<file path="src/rtl/seg_pkg.sv">
// seg_pkg: shared segment types, hex glyph constants and scan FSM states.
//   seg_t        7-bit segment vector {g,f,e,d,c,b,a}, active-high
//   SEG_BLANK    all segments off
//   SEG_0..SEG_F standard hex glyphs (b and d lowercase)
//   scan_state_e BLANK (anti-ghosting gap) / DRIVE (digit lit)
package seg_pkg;
    typedef logic [6:0] seg_t;
    localparam seg_t SEG_BLANK = 7'h00;
    localparam seg_t SEG_0 = 7'h3F;
    localparam seg_t SEG_1 = 7'h06;
    localparam seg_t SEG_2 = 7'h5B;
    localparam seg_t SEG_3 = 7'h4F;
    localparam seg_t SEG_4 = 7'h66;
    localparam seg_t SEG_5 = 7'h6D;
    localparam seg_t SEG_6 = 7'h7D;
    localparam seg_t SEG_7 = 7'h07;
    localparam seg_t SEG_8 = 7'h7F;
    localparam seg_t SEG_9 = 7'h6F;
    localparam seg_t SEG_A = 7'h77;
    localparam seg_t SEG_B = 7'h7C;
    localparam seg_t SEG_C = 7'h39;
    localparam seg_t SEG_D = 7'h5E;
    localparam seg_t SEG_E = 7'h79;
    localparam seg_t SEG_F = 7'h71;
    typedef enum logic {BLANK, DRIVE} scan_state_e;
    function automatic int clog2_min1(input int n);
        return (n > 1) ? $clog2(n) : 1;
    endfunction
endpackage

</file>
<file path="src/rtl/hex_glyph_decode.sv">
// hex_glyph_decode: combinational hex nibble to active-high seven-segment glyph.
//   i_nibble  in  4  hex digit 0-F
//   o_seg     out 7  {g,f,e,d,c,b,a}, active-high
module hex_glyph_decode
    import seg_pkg::*;
(
    input  logic [3:0] i_nibble,
    output logic [6:0] o_seg
);
    always_comb begin
        o_seg = SEG_BLANK;
        case (i_nibble)
            4'h0: o_seg = SEG_0;
            4'h1: o_seg = SEG_1;
            4'h2: o_seg = SEG_2;
            4'h3: o_seg = SEG_3;
            4'h4: o_seg = SEG_4;
            4'h5: o_seg = SEG_5;
            4'h6: o_seg = SEG_6;
            4'h7: o_seg = SEG_7;
            4'h8: o_seg = SEG_8;
            4'h9: o_seg = SEG_9;
            4'hA: o_seg = SEG_A;
            4'hB: o_seg = SEG_B;
            4'hC: o_seg = SEG_C;
            4'hD: o_seg = SEG_D;
            4'hE: o_seg = SEG_E;
            default: o_seg = SEG_F;
        endcase
    end
endmodule

</file>
<file path="src/rtl/seven_segment_scanner.sv">
// seven_segment_scanner: time-multiplexed N-digit hex seven-segment display driver.
//   i_clk            in  1      system clock, rising edge
//   i_rst            in  1      asynchronous active-high reset
//   i_value          in  4*N    hex digits, digit 0 in the low nibble
//   i_load           in  1      capture i_value, i_dp_in, i_blank_mask
//   i_dp_in          in  N      decimal point request per digit
//   i_blank_mask     in  N      1 = force digit dark (dp included)
//   i_suppress_zeros in  1      live: blank leading zeros above digit 0
//   o_segment        out 7      {g,f,e,d,c,b,a}, registered, polarity per ACTIVE_LOW
//   o_dp_out         out 1      decimal point, registered
//   o_digit_en       out N      one-hot or all-off digit enable, registered
//   o_frame_done     out 1      pulse on the last cycle the last digit is driven
module seven_segment_scanner
    import seg_pkg::*;
#(
    parameter int NUM_DIGITS   = 4,
    parameter int DRIVE_CYCLES = 1024,
    parameter int BLANK_CYCLES = 16,
    parameter int ACTIVE_LOW   = 1
) (
    input  logic                      i_clk,
    input  logic                      i_rst,
    input  logic [4*NUM_DIGITS-1:0]   i_value,
    input  logic                      i_load,
    input  logic [NUM_DIGITS-1:0]     i_dp_in,
    input  logic [NUM_DIGITS-1:0]     i_blank_mask,
    input  logic                      i_suppress_zeros,
    output logic [6:0]                o_segment,
    output logic                      o_dp_out,
    output logic [NUM_DIGITS-1:0]     o_digit_en,
    output logic                      o_frame_done
);
    localparam int IDX_W = clog2_min1(NUM_DIGITS);
    localparam int CNT_W = clog2_min1(DRIVE_CYCLES > BLANK_CYCLES ? DRIVE_CYCLES : BLANK_CYCLES);
    localparam logic INV = (ACTIVE_LOW != 0);
    localparam logic [CNT_W-1:0] BLANK_LAST = CNT_W'(BLANK_CYCLES - 1);
    localparam logic [CNT_W-1:0] DRIVE_LAST = CNT_W'(DRIVE_CYCLES - 1);
    localparam logic [IDX_W-1:0] IDX_LAST = IDX_W'(NUM_DIGITS - 1);

    logic [4*NUM_DIGITS-1:0] r_value;
    logic [NUM_DIGITS-1:0]   r_dp;
    logic [NUM_DIGITS-1:0]   r_mask;
    scan_state_e             r_state;
    logic [CNT_W-1:0]        r_cnt;
    logic [IDX_W-1:0]        r_idx;
    logic [6:0]              r_pat;
    logic                    r_pat_dp;

    scan_state_e             w_state_nxt;
    logic [CNT_W-1:0]        w_cnt_nxt;
    logic [IDX_W-1:0]        w_idx_nxt;
    logic                    w_capture;
    logic [NUM_DIGITS-1:0]   w_sel;
    logic [3:0]              w_nibble;
    logic                    w_upper_zero;
    logic                    w_dark;
    logic                    w_dp_req;
    logic                    w_masked;
    logic [6:0]              w_glyph;

    hex_glyph_decode u_decode (
        .i_nibble (w_nibble),
        .o_seg    (w_glyph)
    );

    always_ff @(posedge i_clk or posedge i_rst) begin
        if (i_rst) begin
            r_value <= '0;
            r_dp    <= '0;
            r_mask  <= '0;
        end else if (i_load) begin
            r_value <= i_value;
            r_dp    <= i_dp_in;
            r_mask  <= i_blank_mask;
        end
    end

    // Select the current digit and decide whether it is a leading zero:
    // every nibble from idx upward must be zero.
    always_comb begin
        w_sel        = '0;
        w_nibble     = 4'h0;
        w_upper_zero = 1'b1;
        for (int i = 0; i < NUM_DIGITS; i++) begin
            w_sel[i] = (r_idx == IDX_W'(i));
            if (w_sel[i]) w_nibble = r_value[4*i +: 4];
            if (IDX_W'(i) >= r_idx && r_value[4*i +: 4] != 4'h0) w_upper_zero = 1'b0;
        end
        w_masked = |(r_mask & w_sel);
        w_dp_req = |(r_dp & w_sel);
        w_dark   = w_masked | (i_suppress_zeros & (r_idx != '0) & w_upper_zero);
    end

    always_ff @(posedge i_clk or posedge i_rst) begin
        if (i_rst) begin
            r_state <= BLANK;
            r_cnt   <= '0;
            r_idx   <= '0;
        end else begin
            r_state <= w_state_nxt;
            r_cnt   <= w_cnt_nxt;
            r_idx   <= w_idx_nxt;
        end
    end

    always_comb begin
        w_state_nxt  = r_state;
        w_cnt_nxt    = r_cnt + 1'b1;
        w_idx_nxt    = r_idx;
        w_capture    = 1'b0;
        o_frame_done = 1'b0;
        if (r_state == BLANK && r_cnt == BLANK_LAST) begin
            w_state_nxt = DRIVE;
            w_cnt_nxt   = '0;
            w_capture   = 1'b1;
        end
        if (r_state == DRIVE && r_cnt == DRIVE_LAST) begin
            w_state_nxt  = BLANK;
            w_cnt_nxt    = '0;
            w_idx_nxt    = (r_idx == IDX_LAST) ? '0 : r_idx + 1'b1;
            o_frame_done = (r_idx == IDX_LAST);
        end
    end

    // Pattern is frozen at entry to DRIVE so a mid-digit load cannot tear the glyph.
    always_ff @(posedge i_clk or posedge i_rst) begin
        if (i_rst) begin
            r_pat    <= SEG_BLANK;
            r_pat_dp <= 1'b0;
        end else if (w_capture) begin
            r_pat    <= w_dark ? SEG_BLANK : w_glyph;
            r_pat_dp <= w_dp_req & ~w_masked;
        end
    end

    always_ff @(posedge i_clk or posedge i_rst) begin
        if (i_rst) begin
            o_segment  <= {7{INV}};
            o_dp_out   <= INV;
            o_digit_en <= {NUM_DIGITS{INV}};
        end else begin
            o_segment  <= ((r_state == DRIVE) ? r_pat : SEG_BLANK) ^ {7{INV}};
            o_dp_out   <= ((r_state == DRIVE) & r_pat_dp) ^ INV;
            o_digit_en <= ((r_state == DRIVE) ? w_sel : '0) ^ {NUM_DIGITS{INV}};
        end
    end
endmodule

</file>
<file path="config.mk">
export PLATFORM = sky130hd
export DESIGN_NAME = seven_segment_scanner
export DESIGN_NICKNAME = d
export VERILOG_FILES = /design/src/rtl/seg_pkg.sv /design/src/rtl/hex_glyph_decode.sv /design/src/rtl/seven_segment_scanner.sv
export SDC_FILE = /design/constraint.sdc
export NUM_CORES = 1
export LEC_CHECK = 0
export CORE_MARGIN = 1.5
export CORE_UTILIZATION = 43
export CTS_CLUSTER_SIZE = 20
export DETAILED_ROUTE_END_ITERATION = 16
export GPL_TIMING_DRIVEN = 0
export HOLD_SLACK_MARGIN = 0.15
export PLACE_DENSITY = 0.69
export SLEW_MARGIN = 20
export SYNTH_ARGS = -nofsm -noshare
export SYNTH_HDL_FRONTEND = slang
export SYNTH_SLANG_ARGS = --single-unit
export TNS_END_PERCENT = 10
</file>
<file path="constraint.sdc">
create_clock -name i_clk -period 2.2 [get_ports i_clk]
set_input_delay 0.33 -clock i_clk [delete_from_list [all_inputs] [get_ports i_clk]]
set_output_delay 0.33 -clock i_clk [all_outputs]
set_load 0.005 [all_outputs]
</file>
Word-level counts from Yosys, hierarchy flattened --
Memory sizes are Yosys's and may differ from the RTL's. Index checks and enable logic that the tools add are counted.
Word-level totals: register bits 57, memories kept 1, bits in latches 0, RAM bits 0, input port bits 28, bits in read-only memories 112
Cells by class: eq/ne operators 5, muxes and demuxes 18, bitwise operators 12, shift-type cells 0, div/mod/pow operators 0, magnitude comparators 4, add/subtract/negate cells 2, multiply operators 0, reductions and logical operators 15
Memories:
- (name not given) | words 16, width 7, rd ports 1, clocked after memory_dff 0, write ports 0, RTL line hex_glyph_decode.sv:12 | case (i_nibble)
Operators with widths (number):
- $mux 10 | 2
- $mux 4 | 5
- $reduce_bool 4->1 | 4
- $mux 7 | 2
- $add 10x1->10 const B | 1
- $eq 10x10->1 const B | 1
- $eq 10x4->1 const B | 1
- $and 4x4->4 | 2
- $mux 1 | 8
- $reduce_or 4->1 | 2
- $not 7->7 | 1
- $logic_and 1x1->1 | 6
- $and 1x1->1 | 4
- $eq 2x2->1 const B | 2
- $ge 1x2->1 const A | 2
- $ge 2x2->1 const A | 2
- $not 4->4 | 1
- $reduce_bool 2->1 | 2
- $not 1->1 | 3
- $add 2x1->2 const B | 1
- $eq 2x1->1 const B | 1
- $logic_not 2->1 | 1
- $mux 2 | 1
- $or 1x1->1 | 1

Logic depth before layout (Yosys ltp) --
depth after elaboration 9, depth in mapped cells 10

Hierarchy --
Synthesis repeated with hierarchy kept, for this count alone.
Unflattened totals: cell total of the unflattened synthesis 228, area total of the unflattened synthesis 2727.6 sq um
By module, submodules not included:
- seven_segment_scanner | area an instance 2439.8 sq um, sequential area each 1441.4 sq um, cells an instance 195, instances 1
- hex_glyph_decode | area an instance 287.8 sq um, sequential area each 0.0 sq um, cells an instance 33, instances 1

Worst setup path after synthesis --
No wires, ideal clock.
kind reg2reg, start register r_idx[1], end register r_pat[1], arrival 1994 ps, slack 70 ps, data required time 2064 ps, path buffers 1, stages on the path, launching flop included 10, path through dfrtp_1 inv_1 ha_1 buf_2 nand3b_1 a221oi_4 inv_1 ha_1 nor3_1 o31ai_2
On the way: cells in the longest elaborated chain, start to end 9
RTL lines:
- start, declared | RTL line seven_segment_scanner.sv:45 | logic [IDX_W-1:0] r_idx;
- start signal, assigned | RTL line seven_segment_scanner.sv:102 | r_idx <= w_idx_nxt;
- parallel branches: the longest is 8 deep, another holds $mem_v2 16x7
- $mux 7 (*) | RTL line seven_segment_scanner.sv:131 | r_pat <= w_dark ? SEG_BLANK : w_glyph;
- end signal, assigned | RTL line seven_segment_scanner.sv:131
- end, declared | RTL line seven_segment_scanner.sv:46 | logic [6:0] r_pat;
Every way passes the cells marked *. A chain may end at the register's enable or synchronous reset.

Worst setup path after layout --
start register r_idx[1], end register r_pat[3]
Same word-level chain as after synthesis.

==> impl_metrics.toml <==
[yosys]
synth_warnings = 0
ys_seq_elements = 57
yosys-top-cells-count = "dfrtp_1, nand2_1, mux2_2"
ys_types = 42
syn_area_per_cell_um2 = 11.32
ys_seq_area_share_pct = 52.84
synthTopCellsByArea = "dfrtp_1, dfstp_2, mux2_2"
syn_inst = 241
synth_top_area_cell = "dfrtp_1"
synth.most_common_cell = "dfrtp_1"
syn_area_um2 = 2728
synth_nets = 282
async_flop_share_pct = 100.0
synth.top_cell.area_share_pct = 41.28
synth_edf_count = 0
synth-main-ff-cell = "dfrtp_1"

[detailed_routing]
wl_per_cell_um = 14.23
drc = 0
drt_iter0_markers = 121
ant_nets = 0
routed_wl_um = 5621
vias = 2033
dr.pass1.iters = 4
via_per_inst = 5.147

[critical_path]
crit_top_cell = "ha_4"
startpoint_type = "flop"
path_cells = "inv_4, ha_4, buf_6, nand3b_1, a221oi_4, inv_2, ha_4, a21oi_2, a32oi_1, o21ai_1"
worstPathMaxFanout = 7
worst-setup-path-type = "reg -> reg"
end_kind = "flop"
cp.arrival_ns = 2.38
crit_required_ns = 2.41
slowest_delay_ns = 0.47
crit_slowest_cell = "dfrtp_2"
reg2reg_depth = 10

[placed_design]
dp_slack_ns = -0.2712
dp_cells = 355
place_area_um2 = 3214
io_buffers = 39
gp_congestion = 0.8157
dp_hpwl_um = 3540

[layout]
fill_cells = 486
layout.cells.non_filler = 395
fin_area_um2 = 3827
diodes = 0
final_util_pct = 63.52
area_delta_synth_final_pct = 40.32
layout-drive-gt1-share_pct = 35.31
final_nets = 356

[cts]
clkSinkCount = 57
cts_max_level = 3
clock_latency_ns = 0.34
cts_made_buffers = 9
clock_path_buffers = 2
root_buffer = "clkbuf_8"
clk_pin_slew_worst_paths_ns = 0.07
postCtsHoldBufs = 0
tritoncts = "yes"

[global_routing]
grt_overflow = 0
antenna_found_initial = 0
grt_max_degree = 58
grt_pass1_wl_um = 9128
grt_pass1_vias = 1910
grtUsageTotal_pct = 18.52

[timing]
setup_tns_ns = 0
worst_slew_pin_slew_ns = 0.6812
finClkSkew_ns = 0.006563
finalSetupViolations = 0
hold_viol = 0
relSlewSlack_pct = 54.58
slew_violations = 0
fin_crit_ns = 2.169
setup_ws_ns = 0.03132
rsz0062_at_grt = "yes"
fmax_mhz = 461.1
post-route-period-util_pct = 98.58
holdWs_ns = 0.3962

[pwr]
leakage_nw = 1.628
power_density_nw_per_um2 = 732.8
p_total_mw = 2.805
vdd_ir_drop_max_mv = 0.4358

[flow_run]
drv_cap = 0

[floorplan]
rows = 28
initial_core_util_pct = 45.27
core_um2 = 6026
io-pin-count = 41
die_x_um = 82.65
die_h_um = 82.65
die_area_um2 = 6830

[status]
status = "finished clean"

[worst_hold_path]
min_path_type = "reg -> reg"
hold_depth = 1
==> routing by layer <==
metal  track usage [%]  part of all wire [%]  vias up
li1                  -                     -      982
met1             22.90                    45      986
met2             28.78                    48       56
met3             8.022                   6.1        9
met4             6.667                   1.4        0
met5                 0                     0        -
==> kinds of logic (layout without fill, tap and decap cells) <==
kind of cell               Yosys count  in the layout  synth area share (%)
and+or+nand+nor                     85             85                 15.00
DFF                                 57             57                 52.84
AOI/OAI and AO/OA                   33             33                 9.817
muxes                               25             25                 10.18
buffers and inverters               20             99                 3.624
adders and majority gates           13             13                 5.963
xor gates and xnor gates             8              8                 2.569
==> registers in the layout, indices dropped and copies added (netlist names) <==
signal / count
o_digit_en: 4
o_dp_out: 1
o_segment: 7
r_cnt: 10
r_dp: 4
r_idx: 2
r_mask: 4
r_pat: 7
r_pat_dp: 1
r_state: 1
r_value: 16
==> power breakdown <==
group / switching (mW) / internal, mW
Sequential: 0.0461 / 1.15
Clock: 0.414 / 0.845
Combinational: 0.147 / 0.202
==> cell usage in the layout, fill, tap and decap left out, types with 5 or more instances in the layout <==
master           count
a22oi_1              5
buf_4               24
clkbuf_8            12
clkdlybuf4s50_1     38
dfrtp_1             43
dfstp_2             12
ha_4                 7
inv_1                6
mux2_2              22
nand2_1             35
nor2_1              17
==> critical path: cells and delay by family (launching register included) <==
family | cells | cell delay (ns)
AO/OA/AOI/OAI | 4 | 0.67
flip-flops | 1 | 0.47
adder cells (fa/ha/maj) | 2 | 0.43
buffers and inverters | 3 | 0.36
AND/OR/NAND/NOR | 1 | 0.12
==> path summary, 6_finish.rpt <==
check                      startpoint      endpoint  slack [ns]
setup / recovery             r_idx[1]      r_pat[3]        0.03
hold / removal               r_pat[1]  o_segment[1]        0.40
setup reg to reg             r_idx[1]      r_pat[3]        0.03
hold reg to reg              r_pat[1]  o_segment[1]        0.40
max in group asynchronous       i_rst      r_idx[0]        1.26
min in group asynchronous       i_rst      r_pat[5]        0.47
==> timing repair <==
item,4_1_cts,5_1_grt
setup buffers,16,10
pin swaps,4,11
setup endpoints to repair,8,16
resized for setup,18,25
==> final cells by class <==
cell class	instances	area [um^2]	area share, %
clock inverter	4	97.59	2.550
tap	75	93.84	2.452
inverter	11	48.80	1.275
sequential	57	1444	37.72
multi-input combinational	164	1345	35.14
buffer	8	52.55	1.373
timing repair buffer	64	580.6	15.17
clock buffer	12	165.2	4.315
Power figures use the tool's default switching activity.
